### src/rtl/afe_spi_arb_pkg.sv
// afe_spi_arb_pkg: shared constants, FSM state encoding and counter sizing
// for the afeSPI request arbiter.
//   CMD_*          : field positions inside the 32-bit afeSPI command word
//   STATUS_BUSY_BIT: busy flag position in the afeSPI status word
//   arb_state_e    : arbiter FSM states
//   wait_cnt_width : width of a counter that must count 0..max(a,b)-1
package afe_spi_arb_pkg;

  localparam int unsigned CMD_24BIT_OP_BIT  = 31;
  localparam int unsigned CMD_LSB_FIRST_BIT = 30;
  localparam int unsigned CMD_DEVSEL_SHIFT  = 24;
  localparam int unsigned CMD_DEVSEL_WIDTH  = 4;
  localparam int unsigned STATUS_BUSY_BIT   = 31;

  typedef enum logic [2:0] {
    ST_IDLE       = 3'd0,
    ST_ISSUE      = 3'd1,
    ST_WAIT_START = 3'd2,
    ST_WAIT_DONE  = 3'd3,
    ST_FINISH     = 3'd4
  } arb_state_e;

  function automatic int unsigned wait_cnt_width(input int unsigned a,
                                                 input int unsigned b);
    int unsigned m;
    m = (a > b) ? a : b;
    return (m < 2) ? 1 : $clog2(m);
  endfunction

endpackage

### src/rtl/afe_spi_arbiter_rr_pick.sv
// rr_pick: combinational round-robin selector.
//   req_i    : request vector
//   ptr_i    : index with highest priority this round
//   winner_o : one-hot winner (first request at or after ptr_i, wrapping)
//   idx_o    : binary index of the winner
//   valid_o  : at least one request present
module rr_pick #(
  parameter int unsigned NREQ = 4
) (
  input  logic [NREQ-1:0]         req_i,
  input  logic [$clog2(NREQ)-1:0] ptr_i,
  output logic [NREQ-1:0]         winner_o,
  output logic [$clog2(NREQ)-1:0] idx_o,
  output logic                    valid_o
);

  localparam int unsigned IW = $clog2(NREQ);

  always_comb begin
    int unsigned pos;
    winner_o = '0;
    idx_o    = '0;
    valid_o  = 1'b0;
    pos      = 0;
    for (int unsigned k = 0; k < NREQ; k++) begin
      pos = (int'(ptr_i) + k) % NREQ;
      if (!valid_o && req_i[pos]) begin
        valid_o       = 1'b1;
        winner_o[pos] = 1'b1;
        idx_o         = IW'(pos);
      end
    end
  end

endmodule

### src/rtl/afe_spi_arbiter.sv
// afe_spi_arbiter: shares one afeSPI engine between NREQ requesters,
// round-robin, one CSR-write command per grant.
//   clk, rst    : clock, synchronous active-high reset
//   req, cmd    : per-requester level request and 32-bit command word
//   ack, err    : one-cycle completion pulse to owner, failure qualifier
//   rdata       : status[23:0] captured at completion, valid with ack
//   grant       : one-hot current owner, zero when idle
//   spiStrobe   : csrStrobe to afeSPI
//   spiCommand  : gpioOut to afeSPI
//   spiStatus   : status from afeSPI, bit31 busy
// Build option AFE_SPI_ARBITER_DONE_TIMEOUT_EN bounds the busy phase to
// DONE_WAIT cycles; without it only the start phase can time out.
module afe_spi_arbiter
  import afe_spi_arb_pkg::*;
#(
  parameter int unsigned NREQ       = 4,
  parameter int unsigned START_WAIT = 16,
  parameter int unsigned DONE_WAIT  = 4096
) (
  input  logic               clk,
  input  logic               rst,
  input  logic [NREQ-1:0]    req,
  input  logic [NREQ*32-1:0] cmd,
  output logic [NREQ-1:0]    ack,
  output logic               err,
  output logic [23:0]        rdata,
  output logic [NREQ-1:0]    grant,
  output logic               spiStrobe,
  output logic [31:0]        spiCommand,
  input  logic [31:0]        spiStatus
);

  localparam int unsigned IW = $clog2(NREQ);
  localparam int unsigned CW = wait_cnt_width(START_WAIT, DONE_WAIT);

  arb_state_e      state_q, state_d;
  logic [CW-1:0]   cnt_q, cnt_d;
  logic [IW-1:0]   ptr_q, ptr_d;
  logic [IW-1:0]   owner_q, owner_d;
  logic            fail_q, fail_d;
  logic [NREQ-1:0] grant_q, grant_d;
  logic [31:0]     cmd_q, cmd_d;
  logic [NREQ-1:0] ack_q, ack_d;
  logic            err_q, err_d;
  logic [23:0]     rdata_q, rdata_d;

  logic            busy;
  logic [NREQ-1:0] win;
  logic [IW-1:0]   win_idx;
  logic            win_valid;
  logic            unused_status;

  assign busy          = spiStatus[STATUS_BUSY_BIT];
  assign unused_status = ^spiStatus[30:24];

  // The just-acked requester still shows req during its ack cycle; masking
  // it stops a spurious re-grant before it has had a chance to drop req.
  rr_pick #(.NREQ(NREQ)) u_pick (
    .req_i    (req & ~ack_q),
    .ptr_i    (ptr_q),
    .winner_o (win),
    .idx_o    (win_idx),
    .valid_o  (win_valid)
  );

  always_comb begin
    state_d = state_q;
    cnt_d   = cnt_q;
    ptr_d   = ptr_q;
    owner_d = owner_q;
    fail_d  = fail_q;
    grant_d = grant_q;
    cmd_d   = cmd_q;
    ack_d   = '0;
    err_d   = 1'b0;
    rdata_d = rdata_q;
    unique case (state_q)
      ST_IDLE: begin
        if (win_valid && !busy) begin
          state_d = ST_ISSUE;
          grant_d = win;
          owner_d = win_idx;
          cmd_d   = cmd[int'(win_idx)*32 +: 32];
          fail_d  = 1'b0;
        end
      end
      ST_ISSUE: begin
        state_d = ST_WAIT_START;
        cnt_d   = '0;
      end
      ST_WAIT_START: begin
        if (busy) begin
          state_d = ST_WAIT_DONE;
          cnt_d   = '0;
        end else if (cnt_q == CW'(START_WAIT - 1)) begin
          state_d = ST_FINISH;
          fail_d  = 1'b1;
        end else begin
          cnt_d = cnt_q + 1'b1;
        end
      end
      ST_WAIT_DONE: begin
        if (!busy) begin
          state_d = ST_FINISH;
        end
`ifdef AFE_SPI_ARBITER_DONE_TIMEOUT_EN
        else if (cnt_q == CW'(DONE_WAIT - 1)) begin
          state_d = ST_FINISH;
          fail_d  = 1'b1;
        end else begin
          cnt_d = cnt_q + 1'b1;
        end
`endif
      end
      ST_FINISH: begin
        ack_d   = grant_q;
        err_d   = fail_q;
        rdata_d = spiStatus[23:0];
        ptr_d   = (owner_q == IW'(NREQ - 1)) ? '0 : owner_q + 1'b1;
        grant_d = '0;
        state_d = ST_IDLE;
      end
      default: state_d = ST_IDLE;
    endcase
  end

  always_ff @(posedge clk) begin
    if (rst) begin
      state_q <= ST_IDLE;
      cnt_q   <= '0;
      ptr_q   <= '0;
      owner_q <= '0;
      fail_q  <= 1'b0;
      grant_q <= '0;
      cmd_q   <= '0;
      ack_q   <= '0;
      err_q   <= 1'b0;
      rdata_q <= '0;
    end else begin
      state_q <= state_d;
      cnt_q   <= cnt_d;
      ptr_q   <= ptr_d;
      owner_q <= owner_d;
      fail_q  <= fail_d;
      grant_q <= grant_d;
      cmd_q   <= cmd_d;
      ack_q   <= ack_d;
      err_q   <= err_d;
      rdata_q <= rdata_d;
    end
  end

  assign ack        = ack_q;
  assign err        = err_q;
  assign rdata      = rdata_q;
  assign grant      = grant_q;
  assign spiStrobe  = (state_q == ST_ISSUE);
  assign spiCommand = cmd_q;

endmodule

### config.mk
export PLATFORM = sky130hd
export DESIGN_NAME = afe_spi_arbiter
export DESIGN_NICKNAME = d
export VERILOG_FILES = /design/src/rtl/afe_spi_arb_pkg.sv /design/src/rtl/afe_spi_arbiter_rr_pick.sv /design/src/rtl/afe_spi_arbiter.sv
export SDC_FILE = /design/constraint.sdc
export NUM_CORES = 1
export LEC_CHECK = 0
export ABC_AREA = 0
export CAP_MARGIN = 20
export CELL_PAD_IN_SITES_DETAIL_PLACEMENT = 2
export CELL_PAD_IN_SITES_GLOBAL_PLACEMENT = 2
export CORE_AREA = 10 10 109 208
export CTS_CLUSTER_DIAMETER = 200
export DETAILED_ROUTE_END_ITERATION = 8
export DIE_AREA = 0 0 119 218
export HOLD_SLACK_MARGIN = 0.12
export PLACE_DENSITY = 0.86
export SYNTH_ARGS = -nofsm -noshare
export SYNTH_HDL_FRONTEND = slang
export SYNTH_HIERARCHICAL = 1
export SYNTH_SLANG_ARGS = --single-unit
### constraint.sdc
create_clock -name clk -period 6.1 [get_ports clk]
set_input_delay 1.22 -clock clk [delete_from_list [all_inputs] [get_ports clk]]
set_output_delay 1.22 -clock clk [all_outputs]
set_load 0.01 [all_outputs]
==> metrics.yaml <==
status:
  status: "finished clean"
power:
  p_comb_frac: 0.229
  powerDensity_nw_per_um2: 207
  total_power_w: 0.00147
  internal_power_w: 0.00107
  switchingPower_w: 0.000395
  clock_power_share: 0.364
  sw_frac_of_total: 0.269
  p_seq_frac: 0.407
  p_leak_nw: 2.37
  vdd_ir_drop_max_v: 0.000100
layout:
  n_fill_cell: 2162
  nets: 848
  most-common-layout-cells: "223 x clkdlybuf4s50_1, 129 x nand2_1, 85 x dfxtp_1"
  synthToLayoutAreaGrowth_pct: 62.9
  mostFrequentLayoutCell: "clkdlybuf4s50_1"
  utilization: 0.368
  regArea_um2: 1700
  fin_area_um2: 7090
  multiInputGateArea_um2: 2460
  drive_gt1_frac: 0.0985
synth:
  ys.flop_type: "dfxtp_1"
  ys_ff_latch: 85
  synthCells: 474
  syn_area_um2: 4350
  synth-seq-area-share: 0.391
  synthArstFlopShare: 0
  synth_edf_count: 0
  syn_avg_cell_area_um2: 9.18
  yosysWarnings: 6
  synth_cell_types: 48
  synth_fp_nets: 647
run:
  maxCapViolations: 0
setup_path:
  r2r_cells: 10
  worstPathCellList: "clkdlybuf4s50_1 > nor2b_1 > mux4_1 > and2b_2 > o21ai_0 > o31ai_4 > buf_4 > mux4_2 > nand2_1 > a21oi_1"
  cpPeakStageDelay_ps: 610
  crit_path_end_kind: "flop"
  cp-start-kind: "primary input"
  crit_fanout: 33
  critPathTopFamily: "multiplexers"
  crit_slowest_cell: "mux4_2"
  crit_required_ps: 6300
  path_class: "primary input to flop"
  arrival_ps: 4410
  worst-path-buf-inv: 2
  crit_cells: 10
timing:
  final_max_slew_viol_count: 0
  rsz0062_at_grt: "false"
  hold_viol: 0
  tightest_slew_ps: 1020
  period_share: 0.690
  fin_tns_setup_ps: 0
  fmax_ghz: 0.238
  finalCriticalPeriod_ps: 4210
  slew-limit-headroom: 0.318
  setup_violations: 0
  fin_skew_ps: 11.7
drt:
  met2_length_um: 12100
  wl_per_cell_um: 21.4
  vias_per_cell: 4.81
  drt_iter0_drc: 134
  routed.top_layer: "met5"
  num_vias: 4529
  met1_length_um: 6210
  wl_met3_um: 1120
  drc: 0
  firstDrtPassIters: 4
  drtAntennaViolNets: 0
  routed_wl_um: 20200
clock_tree:
  clkLatencyLatePin_ps: 350
  cts_sinks: 85
  ctsResizeCount: 0
  clockRootBuffer: "clkbuf_16"
  cts_hold_buf: 0
  cts_tree: "built"
  cts_buffers: 9
  cts_max_path_buffers: 2
  clk_pin_slew_worst_paths_ps: 60
  cts_max_level: 3
  cts_setup_buffers: 0
die:
  start_util: 0.226
  die_h_um: 218
  row_count: 72
  ios: 232
  die_area_um2: 25900
  fp.coreArea_um2: 19300
  die_w_um: 119
placement:
  gp_congestion: 0.819
  dp_hpwl_um: 16400
  placed_cell_area_um2: 6770
  portBuffers: 224
hold_path:
  hold_class: "flop to flop"
  hold_depth: 2
grt:
  grt_util_all_layers: 0.152
  grt_overflow: 0
  antenna_found_initial: 3
  grt_pass1_vias: 5416
  grt_max_degree: 40
  grt_pass1_wl_um: 30600
-- through the flow --
stage / setup slack (ps) / hold slack, ps / std cells
finish: 1890 / 454 / 941
global route: 1660 / 481 / 941
CTS: 1860 / 462 / 938
detailed placement: 1510 / 453 / 922
global placement: 1630 / 443 / 922
floorplan: 2460 / 440 / 474
-- kinds of logic after synthesis --
logic type | synth area share
mux | 0.195
compound gates | 0.123
simple gates | 0.207
xor+xnor | 0.0161
flops | 0.391
buf+inv | 0.0480
fa+ha+maj | 0.0201
-- final timing paths --
check | from | to | slack [ps]
setup / recovery | req[3] | spiCommand[6] | 1890
hold reg to reg | spiCommand[17] | spiCommand[17] | 450
setup reg to reg | ptr_q[0] | spiCommand[6] | 2170
hold / removal | spiCommand[17] | spiCommand[17] | 450
-- power groups by stage --
stage | clock network, W | logic [W] | registers [W]
after floorplan | 0 | 0.000142 | 0.000616
after detailed placement | 0 | 0.000343 | 0.000611
after global placement | 0 | 0.000326 | 0.000609
final | 0.000534 | 0.000337 | 0.000598
after global routing | 0.000580 | 0.000365 | 0.000602
after CTS | 0.000555 | 0.000345 | 0.000599
-- per-layer routing --
metal  global-route usage  vias up
met4               0.0827        2
met2                0.307      141
met1                0.129     2266
met5                    0        -
met3               0.0379       38
li1                     -     2082
-- sequential cells by signal (all words and copies together), names as in the netlist --
register,flops
rdata,24
cnt_q,12
err,1
state_q,3
owner_q,2
ack,4
grant,4
ptr_q,2
fail_q,1
spiCommand,32
-- final cells by class --
cell class | count | area share
Clock inverter | 5 | 0.00494
Inverter | 6 | 0.00318
Clock buffer | 11 | 0.0357
Multi-Input combinational cell | 345 | 0.347
Timing Repair Buffer | 228 | 0.323
Antenna cell | 2 | 0.000706
Tap cell | 259 | 0.0457
Sequential cell | 85 | 0.240
-- synthesized netlist by cell type, types with 3 or more instances --
cell | number | area [um^2]
nand2_1 | 129 | 484
dfxtp_1 | 85 | 1700
a21oi_1 | 65 | 325
mux4_2 | 34 | 766
clkbuf_1 | 24 | 90.1
nor2_1 | 14 | 52.6
nand3_1 | 9 | 45.0
a22oi_1 | 8 | 60.1
buf_2 | 8 | 40.0
ha_1 | 7 | 87.6
nor4_1 | 7 | 43.8
xnor2_1 | 7 | 61.3
inv_1 | 6 | 22.5
nor2b_1 | 6 | 37.5
nor3_1 | 6 | 30.0
o21ai_0 | 6 | 30.0
and2_1 | 5 | 31.3
buf_6 | 4 | 45.0
nand4_1 | 4 | 25.0
a211oi_1 | 3 | 22.5
and3_1 | 3 | 18.8
nor2_2 | 3 | 18.8
-- worst reg2reg max path, stage by stage (launching register included) --
cell,delay (ps)
dfxtp_1,780
inv_1,160
ha_1,420
mux4_2,470
and2b_2,330
o21ai_0,150
o31ai_4,110
buf_4,570
mux4_2,660
nand2_1,90
a21oi_1,60
Note: power is estimated with default switching activity, not from simulation.
